--- src/rtl/shift_pkg.sv ---
// Shared types and defaults for the serial shifter: operation codes, FSM states
// and a helper that classifies the pass-through operations.
package shift_pkg;

    localparam int DEF_WIDTH = 8;
    localparam int DEF_CNT_W = 3;

    typedef enum logic [2:0] {
        OP_PASS     = 3'd0,
        OP_LSL      = 3'd1,
        OP_ASL      = 3'd2,
        OP_LSR      = 3'd3,
        OP_ASR      = 3'd4,
        OP_ROL      = 3'd5,
        OP_ROR      = 3'd6,
        OP_PASS_ALT = 3'd7
    } op_e;

    typedef enum logic [1:0] {
        ST_IDLE  = 2'd0,
        ST_SHIFT = 2'd1,
        ST_DONE  = 2'd2
    } state_e;

    function automatic logic is_pass(op_e op);
        return (op == OP_PASS) || (op == OP_PASS_ALT);
    endfunction

endpackage

--- src/rtl/shift_step.sv ---
// Combinational single-position shift/rotate of a WIDTH-bit word; the op
// selects direction and what enters at the vacated end.
module shift_step
    import shift_pkg::*;
#(
    parameter int WIDTH = DEF_WIDTH
) (
    input  logic [WIDTH-1:0] d,
    input  op_e              op,
    output logic [WIDTH-1:0] q
);

    logic [WIDTH-1:0] shl;
    logic [WIDTH-1:0] shr;
    logic             shl_fill;
    logic             shr_fill;

    // Bit entering at the LSB on left moves, and at the MSB on right moves.
    assign shl_fill = (op == OP_ROL) ? d[WIDTH-1] : 1'b0;
    assign shr_fill = (op == OP_ASR) ? d[WIDTH-1] :
                      (op == OP_ROR) ? d[0]       : 1'b0;

    genvar gi;
    generate
        for (gi = 0; gi < WIDTH; gi = gi + 1) begin : g_bit
            if (gi == 0) begin : g_lsb
                assign shl[gi] = shl_fill;
            end else begin : g_shl
                assign shl[gi] = d[gi-1];
            end
            if (gi == WIDTH - 1) begin : g_msb
                assign shr[gi] = shr_fill;
            end else begin : g_shr
                assign shr[gi] = d[gi+1];
            end
        end
    endgenerate

    always_comb begin
        q = d;
        case (op)
            OP_LSL, OP_ASL, OP_ROL: q = shl;
            OP_LSR, OP_ASR, OP_ROR: q = shr;
            default:                q = d;
        endcase
    end

endmodule

--- src/rtl/serial_shifter.sv ---
// Multi-cycle shifter: captures one request, applies one position per cycle,
// then presents the result until the consumer takes it.
module serial_shifter
    import shift_pkg::*;
#(
    parameter int WIDTH = DEF_WIDTH,
    parameter int CNT_W = DEF_CNT_W
) (
    input  logic             clk,
    input  logic             rst_n,
    input  logic             in_valid,
    output logic             in_ready,
    input  logic [WIDTH-1:0] d_in,
    input  logic [2:0]       sel,
    input  logic [CNT_W-1:0] shift_count,
    output logic             out_valid,
    input  logic             out_ready,
    output logic [WIDTH-1:0] d_out,
    output logic             busy
);

    state_e           state_reg;
    op_e              op_reg;
    logic [WIDTH-1:0] data_reg;
    logic [CNT_W-1:0] count_reg;
    logic             in_ready_reg;
    logic             out_valid_reg;
    logic             busy_reg;
    logic [WIDTH-1:0] step_next;

    shift_step #(.WIDTH(WIDTH)) u_step (
        .d  (data_reg),
        .op (op_reg),
        .q  (step_next)
    );

    always_ff @(posedge clk or negedge rst_n) begin
        if (!rst_n) begin
            state_reg     <= ST_IDLE;
            op_reg        <= OP_PASS;
            data_reg      <= '0;
            count_reg     <= '0;
            in_ready_reg  <= 1'b1;
            out_valid_reg <= 1'b0;
            busy_reg      <= 1'b0;
        end else begin
            case (state_reg)
                ST_IDLE: begin
                    if (in_valid) begin
                        data_reg     <= d_in;
                        op_reg       <= op_e'(sel);
                        count_reg    <= shift_count;
                        in_ready_reg <= 1'b0;
                        busy_reg     <= 1'b1;
                        // Nothing to shift: the captured operand is already the result.
                        if (shift_count == '0 || is_pass(op_e'(sel))) begin
                            state_reg     <= ST_DONE;
                            out_valid_reg <= 1'b1;
                        end else begin
                            state_reg <= ST_SHIFT;
                        end
                    end
                end
                ST_SHIFT: begin
                    data_reg  <= step_next;
                    count_reg <= count_reg - CNT_W'(1);
                    if (count_reg == CNT_W'(1)) begin
                        state_reg     <= ST_DONE;
                        out_valid_reg <= 1'b1;
                    end
                end
                ST_DONE: begin
                    if (out_ready) begin
                        state_reg     <= ST_IDLE;
                        out_valid_reg <= 1'b0;
                        busy_reg      <= 1'b0;
                        in_ready_reg  <= 1'b1;
                    end
                end
                default: begin
                    state_reg     <= ST_IDLE;
                    out_valid_reg <= 1'b0;
                    busy_reg      <= 1'b0;
                    in_ready_reg  <= 1'b1;
                end
            endcase
        end
    end

    assign in_ready  = in_ready_reg;
    assign out_valid = out_valid_reg;
    assign busy      = busy_reg;
    assign d_out     = data_reg;

endmodule
--- config.mk ---
export PLATFORM = sky130hd
export DESIGN_NAME = serial_shifter
export DESIGN_NICKNAME = d
export VERILOG_FILES = /design/src/rtl/shift_pkg.sv /design/src/rtl/shift_step.sv /design/src/rtl/serial_shifter.sv
export SDC_FILE = /design/constraint.sdc
export NUM_CORES = 1
export LEC_CHECK = 0
export ABC_AREA = 1
export ABC_CLOCK_PERIOD_IN_PS = 1700
export BUFFER_PORTS_ARGS = -buffer_cell sky130_fd_sc_hd__buf_2
export CORE_MARGIN = 4
export CORE_UTILIZATION = 51
export CTS_CLUSTER_SIZE = 30
export DETAILED_ROUTE_END_ITERATION = 12
export GPL_TIMING_DRIVEN = 0
export HOLD_SLACK_MARGIN = 0.08
export PLACE_DENSITY = 0.85
export SYNTH_ARGS = -nofsm -noshare
export SYNTH_HDL_FRONTEND = slang
export SYNTH_SLANG_ARGS = --single-unit
export TNS_END_PERCENT = 50
--- constraint.sdc ---
create_clock -name clk -period 1.7 [get_ports clk]
set_input_delay 0.17 -clock clk [delete_from_list [all_inputs] [get_ports clk]]
set_output_delay 0.17 -clock clk [all_outputs]
set_load 0.02 [all_outputs]
==> results.py, run 1 <==
metrics = {
    "run_status": {
        "outcome": "finished, final reports clean",
    },
    "clocking": {
        "cts_htree_levels": 1,
        "post_cts_buffers": 0,
        "cts.sinks": 19,
        "clock_latency_of_the_later_clocked_register_in_the_worst_skew_pair_ns": 0.31,
        "cts_made_buffers": 3,
        "cts_resized": 0,
        "tritoncts": "built",
        "cts_buffer_depth": 2,
        "ctsHoldBuffers": 1,
        "cts_root_buffer": "sky130_fd_sc_hd__clkbuf_4",
        "worst_setup_hold_path_clk_slew_ns": 0.12,
    },
    "synthesis": {
        "yosys_warnings": 0,
        "synth-seq-area-share": 0.4205,
        "synth_enable_flop_cells": 0,
        "syn_nets": 173,
        "ys_ff_latch": 19,
        "synth-main-ff-cell": "sky130_fd_sc_hd__dfrtp_1",
        "post_synth.cell_area_avg_um2": 7.409,
        "post_synth_inst_count": 153,
        "netlist_area_um2": 1134,
        "synth.distinct_cells": 27,
        "synth-async-reset-ratio": 1.000,
    },
    "worst_hold_path": {
        "min_from": "shift_count[0]",
        "worst_hold_path.endpoint": "count_reg[0]",
        "number_of_instances_on_the_worst_hold_path": 3,
        "hold_class": "primary input to register",
    },
    "worst_setup_path": {
        "worstReg2RegStart": "state_reg[1]",
        "crit_start": "state_reg[1]",
        "worst_ep_required_time_ns": 1.92,
        "setup.worst_path.start_class": "register",
        "timing_worst_setup_path_type": "register to register",
        "worst_endpoint_data_arrival_time_ns": 1.58,
        "r2r_setup_slk_ns": 0.34,
        "reg2reg_depth": 8,
        "worst_setup_path_end_kind": "register",
        "crit-reg2reg-capture": "d_out[5]",
        "worst-path-max-fanout": 8,
    },
    "pwr": {
        "pwr_density_cell_nw_per_um2": 2009,
        "internal_power_mw": 1.314,
        "power.share.combinational": 0.581,
        "p_seq_frac": 0.331,
        "power.share.clock": 0.088,
        "worst_ir_drop_vdd_v": 0.001197,
        "power.switching_mw": 1.388,
        "static-leakage-power_nw": 0.7429,
        "sw_ratio": 0.5136,
    },
    "sta": {
        "final.setup.worst_slack_ns": 0.3392,
        "finalCriticalPeriod_ns": 1.361,
        "finalSetupViolations": 0,
        "grt_setup_unrepaired": "no",
        "finalClockSkew_ns": 0.01497,
        "slew_viol_final": 0,
        "timing.fmax_mhz": 734.9,
        "worst_margin_pin_slew_ns": 0.4435,
        "hold_slack_ns": 0.1435,
        "relSlewSlack": 0.7044,
        "final.setup.tns_ns": 0,
        "final_clock_period_utilization_by_the_worst_path": 0.8005,
        "hold_viol": 0,
    },
    "route": {
        "drt_first_pass_iters": 6,
        "drtAntennaViolNets": 0,
        "detail_route.vias_per_cell": 5.296,
        "num_vias": 1128,
        "finalWirelength_mm": 2.675,
        "drc_errors": 0,
        "drt_iter0_markers": 23,
        "routed_wire_length_per_instance_um": 12.56,
    },
    "floorplanning": {
        "core-area_um2": 2042,
        "top_level_ports": 29,
        "fp-row-count": 16,
        "floorplan.initialDensity": 0.5551,
        "fp.dieArea_um2": 3041,
        "chip_width_um": 55.15,
        "die_height_um": 55.15,
    },
    "finish": {
        "fillers": 189,
        "layout.cells.non_filler": 213,
        "mostFrequentLayoutCells": "sky130_fd_sc_hd__nand2_1 (55), sky130_fd_sc_hd__buf_2 (31), sky130_fd_sc_hd__nand3_1 (20)",
        "layout-drive-gt1-share": 0.2688,
        "multi_input_comb_area_um2": 564.3,
        "register_area_um2": 476.7,
        "finalNetCount": 207,
        "area_delta_synth_final_pct": 18.65,
        "largest_register_ffs": 8,
        "finalCoreUtilization": 0.6587,
        "final_common_cell": "sky130_fd_sc_hd__nand2_1",
        "n_antenna_cell": 0,
    },
    "placed_design": {
        "dp.cells": 208,
        "placement.io_buffers": 28,
        "routabilityCongestion": 0.8670,
        "dp.final_hpwl_mm": 2.036,
        "pre_cts_slack_ns": 0.3404,
    },
    "flow_run": {
        "max_cap_viol_count": 0,
    },
    "global_routing": {
        "first_global_vias": 1093,
        "gr_usage_total": 0.2046,
        "initial_antenna_violation_count": 0,
        "globalRoute.totalOverflow": 0,
        "grt_first_pass_wirelength_mm": 4.422,
        "grt_start_max_net_pins": 20,
    },
}
power by group through the flow:
| stage | Combinational (mW) | Clock (mW) | Sequential (mW) |
|---|---|---|---|
| floorplan | 1.04 | 0 | 1.01 |
| finish | 1.57 | 0.238 | 0.894 |
| global placement | 1.52 | 0 | 0.884 |
| detailed placement | 1.58 | 0 | 0.900 |
| global route | 1.78 | 0.255 | 0.922 |
| CTS | 1.59 | 0.240 | 0.890 |
cell usage after synthesis, types with 2 or more instances:
| master | count | share of area |
|---|---|---|
| sky130_fd_sc_hd__inv_2 | 4 | 0.013 |
| sky130_fd_sc_hd__inv_1 | 13 | 0.043 |
| sky130_fd_sc_hd__ha_1 | 2 | 0.022 |
| sky130_fd_sc_hd__nor2_1 | 6 | 0.020 |
| sky130_fd_sc_hd__nor2_2 | 2 | 0.011 |
| sky130_fd_sc_hd__a21oi_1 | 2 | 0.0088 |
| sky130_fd_sc_hd__buf_2 | 3 | 0.013 |
| sky130_fd_sc_hd__o21ai_0 | 4 | 0.018 |
| sky130_fd_sc_hd__nand3_1 | 20 | 0.088 |
| sky130_fd_sc_hd__o21ai_1 | 2 | 0.0088 |
| sky130_fd_sc_hd__dfrtp_1 | 18 | 0.40 |
| sky130_fd_sc_hd__nand4_1 | 8 | 0.044 |
| sky130_fd_sc_hd__nand2_1 | 55 | 0.18 |
per-layer routing:
layer  GRT usage  share of wire  vias to the layer above
met2      0.3484           0.49                       32
met5           0              0                        -
met1      0.2513           0.43                      530
li1            -              -                      559
met4      0.1012          0.017                        0
met3     0.02949          0.056                        7
cells by family (layout without fill, tap and decap cells):
logic type | Yosys count | count (layout) | synth area share
buffers and inverters | 22 | 55 | 0.08168
XOR/XNOR | 1 | 1 | 0.007728
flip-flops | 19 | 19 | 0.4205
adder cells (fa/ha/maj) | 2 | 2 | 0.02207
AND/OR/NAND/NOR | 97 | 97 | 0.4040
AO/OA/AOI/OAI | 12 | 12 | 0.06403
final cells by class:
type                       count  area share
buffer                         4     0.01674
tap                           27     0.02512
sequential                    19      0.3544
clock inverter                 1    0.003721
clock buffer                   3     0.01674
multi-input combinational    112      0.4195
timing repair buffer          29      0.1116
inverter                      18     0.05209
through the flow:
stage | cell area [um2] | total power, mW
detailed placement | 1308 | 2.477
global route | 1345 | 2.960
global placement | 1308 | 2.405
CTS | 1345 | 2.715
floorplan | 1134 | 2.054
finish | 1345 | 2.702
critical path, stage by stage (launching register included):
cell and delay, ns:
sky130_fd_sc_hd__dfrtp_1 0.45, sky130_fd_sc_hd__nor2_2 0.17, sky130_fd_sc_hd__nand2_1 0.12, sky130_fd_sc_hd__nand2_2 0.11, sky130_fd_sc_hd__inv_2 0.07, sky130_fd_sc_hd__nor2_8 0.18, sky130_fd_sc_hd__inv_4 0.07, sky130_fd_sc_hd__nand2_1 0.07
sky130_fd_sc_hd__nand2_1 0.05
worst max path at each step:
stage | endpoint | slack, ns | depth (start not counted)
floorplan | d_out[1] | 0.50 | 8
global placement | d_out[3] | 0.38 | 8
detailed placement | d_out[3] | 0.34 | 8
CTS | d_out[3] | 0.34 | 8
global route | d_out[3] | 0.20 | 8
finish | d_out[5] | 0.34 | 8
(Power assumes the default switching activity.)
==> inputs of run 2 (changes only) <==
ABC_CLOCK_PERIOD_IN_PS = 1400   (was 1700)
clock period = 1.4 ns   (was 1.7 ns; I/O delays follow)
==> results.py, run 2 (synthesized netlist as in run 1, its figures left out) <==
metrics = {
    "route": {
        "drc_errors": 0,
        "drt_iter0_markers": 22,
        "num_vias": 1133,
        "drt_first_pass_iters": 6,
        "detail_route.wirelength.met1_mm": 1.214,
        "top_layer_used": "met4",
        "met2_length_mm": 1.310,
        "drtAntennaViolNets": 0,
        "finalWirelength_mm": 2.700,
        "met3_length_um": 128,
        "routed_wire_length_per_instance_um": 12.68,
        "detail_route.vias_per_cell": 5.319,
    },
    "clocking": {
        "cts_buffer_depth": 2,
        "post_cts_buffers": 0,
        "worst_setup_hold_path_clk_slew_ns": 0.12,
        "tritoncts": "built",
        "cts_htree_levels": 1,
        "cts.sinks": 19,
        "cts_root_buffer": "sky130_fd_sc_hd__clkbuf_4",
        "cts_made_buffers": 3,
        "clock_latency_of_the_later_clocked_register_in_the_worst_skew_pair_ns": 0.31,
    },
    "finish": {
        "area_delta_synth_final_pct": 19.98,
        "n_antenna_cell": 0,
        "finalCoreUtilization": 0.6661,
        "layout.cell_area.non_filler_um2": 1360,
        "finalNetCount": 207,
        "largest_register_ffs": 8,
        "mostFrequentLayoutCells": "sky130_fd_sc_hd__nand2_1 (53), sky130_fd_sc_hd__buf_2 (31), sky130_fd_sc_hd__nand3_1 (20)",
        "fillers": 184,
        "final_common_cell": "sky130_fd_sc_hd__nand2_1",
        "layout-drive-gt1-share": 0.2903,
    },
    "worst_setup_path": {
        "worst_ep_required_time_ns": 1.59,
        "setup.worst_path.start_class": "register",
        "r2r_setup_slk_ns": 0.11,
        "worst-path-max-fanout": 10,
        "timing_worst_setup_path_type": "register to register",
        "worst_endpoint_data_arrival_time_ns": 1.48,
        "worst_setup_path_end_kind": "register",
    },
    "sta": {
        "final.setup.worst_slack_ns": 0.1064,
        "finalCriticalPeriod_ns": 1.294,
        "finalClockSkew_ns": 0.01325,
        "finalSetupViolations": 0,
        "final_clock_period_utilization_by_the_worst_path": 0.9240,
        "final.setup.tns_ns": 0,
        "slew_viol_final": 0,
        "grt_setup_unrepaired": "no",
        "relSlewSlack": 0.7073,
        "hold_viol": 0,
        "timing.fmax_mhz": 773.0,
        "worst_margin_pin_slew_ns": 0.4390,
    },
    "global_routing": {
        "gr_usage_total": 0.2046,
        "globalRoute.totalOverflow": 0,
        "grt_first_pass_wirelength_mm": 4.422,
        "grt_start_max_net_pins": 20,
        "initial_antenna_violation_count": 0,
        "first_global_vias": 1093,
    },
    "floorplanning": {
        "fp-row-count": 16,
        "floorplan.initialDensity": 0.5551,
        "core-area_um2": 2042,
        "die_height_um": 55.15,
        "fp.dieArea_um2": 3041,
        "top_level_ports": 29,
        "chip_width_um": 55.15,
    },
    "placed_design": {
        "routabilityCongestion": 0.8670,
        "placement.cell_area_um2": 1308,
        "placement.io_buffers": 28,
        "dp.final_hpwl_mm": 2.036,
        "pre_cts_slack_ns": 0.04042,
    },
    "pwr": {
        "power.share.combinational": 0.583,
        "pwr_density_cell_nw_per_um2": 2443,
        "power.switching_mw": 1.716,
        "totalPowerFinal_mw": 3.322,
        "sw_ratio": 0.5167,
        "worst_ir_drop_vdd_v": 0.001469,
        "static-leakage-power_nw": 0.7457,
        "p_seq_frac": 0.331,
        "power.share.clock": 0.086,
        "internal_power_mw": 1.606,
    },
    "flow_run": {
        "max_cap_viol_count": 0,
    },
    "run_status": {
        "outcome": "finished, final reports clean",
    },
    "worst_hold_path": {
        "hold_class": "primary input to register",
    },
}
## run 2: cell counts in the layout (fill, tap and decap cells not counted)
No cell type changed its count.
## run 2: final timing paths
kind	startpoint	endpoint	cells past startpoint
max	state_reg[0]	count_reg[2]	6
max in group asynchronous	rst_n	in_ready	2
min in group asynchronous	rst_n	d_out[7]	2
max reg2reg	state_reg[0]	count_reg[2]	6
min reg2reg	out_valid	out_valid	2
min	shift_count[0]	count_reg[0]	3
## run 2: worst max-delay path, stage by stage, from the launching register on
cell,delay [ns]
sky130_fd_sc_hd__dfrtp_1,0.42
sky130_fd_sc_hd__inv_1,0.09
sky130_fd_sc_hd__nor2_2,0.14
sky130_fd_sc_hd__buf_4,0.21
sky130_fd_sc_hd__nand2_1,0.08
sky130_fd_sc_hd__xor2_1,0.17
sky130_fd_sc_hd__a21oi_1,0.09
## run 2: power groups by stage
stage / logic (mW) / clock network (mW) / registers [mW]
global placement: 1.85 / 0 / 1.07
detailed placement: 1.91 / 0 / 1.09
CTS: 1.93 / 0.291 / 1.08
global route: 2.18 / 0.310 / 1.13
floorplan: 1.26 / 0 / 1.23
finish: 1.94 / 0.287 / 1.10
## run 2: timing repair
| action | in CTS | in global routing |
|---|---|---|
| endpoints found under the hold margin | 18 | 0 |
| setup endpoints to repair | 0 | 7 |
| resized for setup | 0 | 5 |
| hold buffers | 1 | 0 |
## run 2: cell type report
cell class	count	area (um2)	share of cell area
buffer	4	22.52	0.01656
clock buffer	3	22.52	0.01656
clock inverter	1	5.005	0.003680
inverter	18	70.07	0.05152
multi-input combinational	112	578.1	0.4250
sequential	19	478.0	0.3514
tap	27	33.78	0.02484
timing repair buffer	29	150.1	0.1104
## run 2: through the flow
stage	std cells	hold WS, ns
2_1_floorplan	153	-0.1556
3_5_place_dp	208	0.1140
6_report	213	0.1166
3_3_place_gp	208	0.1030
5_1_grt	213	0.1233
4_1_cts	213	0.1210
## run 2: per-layer routing
metal | global-route usage | up-vias
met5 | 0 | -
met4 | 0.1012 | 0
met3 | 0.02949 | 7
met2 | 0.3484 | 38
met1 | 0.2513 | 529
li1 | - | 559
==> inputs of run 3 (changes only) <==
BUFFER_PORTS_ARGS = -buffer_cell sky130_fd_sc_hd__buf_4   (was -buffer_cell sky130_fd_sc_hd__buf_2)
CORE_MARGIN = 2   (was 4)
==> results.py, run 3 (synthesized netlist as in run 1, its figures left out) <==
metrics = {
    "clocking": {
        "worst_setup_hold_path_clk_slew_ns": 0.11,
        "cts_buffer_depth": 2,
        "tritoncts": "built",
        "clock_latency_of_the_later_clocked_register_in_the_worst_skew_pair_ns": 0.30,
        "cts.sinks": 19,
        "cts_root_buffer": "sky130_fd_sc_hd__clkbuf_4",
        "cts_htree_levels": 1,
        "post_cts_buffers": 0,
        "cts_made_buffers": 3,
    },
    "sta": {
        "slew_viol_final": 0,
        "final.setup.tns_ns": 0,
        "worst_margin_pin_slew_ns": 0.2514,
        "hold_slack_ns": 0.1201,
        "relSlewSlack": 0.8324,
        "finalClockSkew_ns": 0.009311,
        "final_clock_period_utilization_by_the_worst_path": 0.9326,
        "finalSetupViolations": 0,
        "timing.fmax_mhz": 765.9,
        "hold_viol": 0,
        "grt_setup_unrepaired": "no",
        "finalCriticalPeriod_ns": 1.306,
    },
    "worst_setup_path": {
        "timing_worst_setup_path_type": "register to register",
        "worst_setup_path_end_kind": "register",
        "crit_path_end": "d_out[0]",
        "worst_endpoint_data_arrival_time_ns": 1.50,
        "worst-path-max-fanout": 8,
        "crit-reg2reg-capture": "d_out[0]",
        "worst_ep_required_time_ns": 1.59,
        "setup.worst_path.start_class": "register",
        "r2r_setup_slk_ns": 0.09,
        "worstReg2RegStart": "state_reg[0]",
        "crit_start": "state_reg[0]",
        "reg2reg_depth": 8,
    },
    "finish": {
        "layout-drive-gt1-share": 0.2849,
        "finalCoreUtilization": 0.6657,
        "finalNetCount": 207,
        "area_delta_synth_final_pct": 26.16,
        "layout.cell_area.non_filler_um2": 1430,
        "mostFrequentLayoutCells": "sky130_fd_sc_hd__nand2_1 (53), sky130_fd_sc_hd__buf_4 (29), sky130_fd_sc_hd__nand3_1 (20)",
        "largest_register_ffs": 8,
        "final_common_cell": "sky130_fd_sc_hd__nand2_1",
        "n_antenna_cell": 0,
    },
    "placed_design": {
        "dp.final_hpwl_mm": 2.018,
        "routabilityCongestion": 0.8180,
        "placement.io_buffers": 28,
        "placement.cell_area_um2": 1379,
    },
    "route": {
        "drc_errors": 0,
        "drt_iter0_markers": 20,
        "num_vias": 1130,
        "drtAntennaViolNets": 0,
        "routed_wire_length_per_instance_um": 12.44,
        "detail_route.vias_per_cell": 5.280,
        "finalWirelength_mm": 2.662,
        "drt_first_pass_iters": 4,
    },
    "worst_hold_path": {
        "hold_class": "primary input to register",
    },
    "global_routing": {
        "globalRoute.totalOverflow": 0,
        "gr_usage_total": 0.2323,
        "initial_antenna_violation_count": 0,
        "grt_start_max_net_pins": 20,
        "first_global_vias": 1096,
        "grt_first_pass_wirelength_mm": 4.567,
    },
    "floorplanning": {
        "core-area_um2": 2148,
        "floorplan.initialDensity": 0.5277,
        "die_height_um": 51.15,
        "fp.dieArea_um2": 2616,
        "fp-row-count": 17,
        "chip_width_um": 51.15,
        "top_level_ports": 29,
    },
    "pwr": {
        "worst_ir_drop_vdd_v": 0.001492,
        "pwr_density_cell_nw_per_um2": 2398,
        "totalPowerFinal_mw": 3.430,
        "static-leakage-power_nw": 0.7645,
    },
    "run_status": {
        "outcome": "finished, final reports clean",
    },
    "flow_run": {
        "max_cap_viol_count": 0,
    },
}
-- run 3: per-layer routing --
metal	up-vias	wire length [um]	track usage
met5	-	0	0
met1	522	1056	0.2665
li1	558	-	-
met4	0	23	0.08108
met2	46	1399	0.4199
met3	4	183	0.05263
-- run 3: timing repair --
item,CTS,global route
setup endpoints to repair,0,7
endpoints found under the hold margin,19,0
resized for setup,0,5
hold buffers,1,0
-- run 3: worst min-delay path by stage --
stage                               from           end  cells past startpoint
after floorplan                    rst_n          busy                      0
after global placement             rst_n      d_out[6]                      1
after detailed placement           rst_n      d_out[5]                      1
after CTS                         sel[2]     op_reg[2]                      3
after global routing              sel[2]     op_reg[2]                      3
final                     shift_count[0]  count_reg[0]                      3
-- run 3: area by class of cell --
type	count	area, um2
timing repair buffer	29	220.2
tap	28	35.03
inverter	18	70.07
clock buffer	4	26.28
multi-input combinational	112	578.1
fill	183	718.2
sequential	19	478.0
buffer	4	22.52
-- run 3: worst max-delay path, cell delays in order (launching register included) --
cell and delay, ns:
sky130_fd_sc_hd__dfrtp_1 0.44, sky130_fd_sc_hd__nor2_4 0.16, sky130_fd_sc_hd__nand2_2 0.08, sky130_fd_sc_hd__nand2_2 0.10
sky130_fd_sc_hd__inv_2 0.07, sky130_fd_sc_hd__nor2_8 0.15, sky130_fd_sc_hd__inv_4 0.07, sky130_fd_sc_hd__nand2_1 0.07
sky130_fd_sc_hd__nand2_1 0.06
-- run 3: report_power, final --
group	total (mW)	leakage [nW]	switching [mW]	internal (mW)
clock network	0.281	0.0150	0.170	0.111
logic	2.03	0.519	1.27	0.759
registers	1.12	0.231	0.283	0.836
-- run 3: through the flow --
stage | cells | setup WS [ns]
floorplan | 153 | 0.1989
global placement | 209 | 0.08026
detailed placement | 209 | 0.02117
CTS | 214 | 0.003340
global route | 214 | 0.01363
finish | 214 | 0.09440
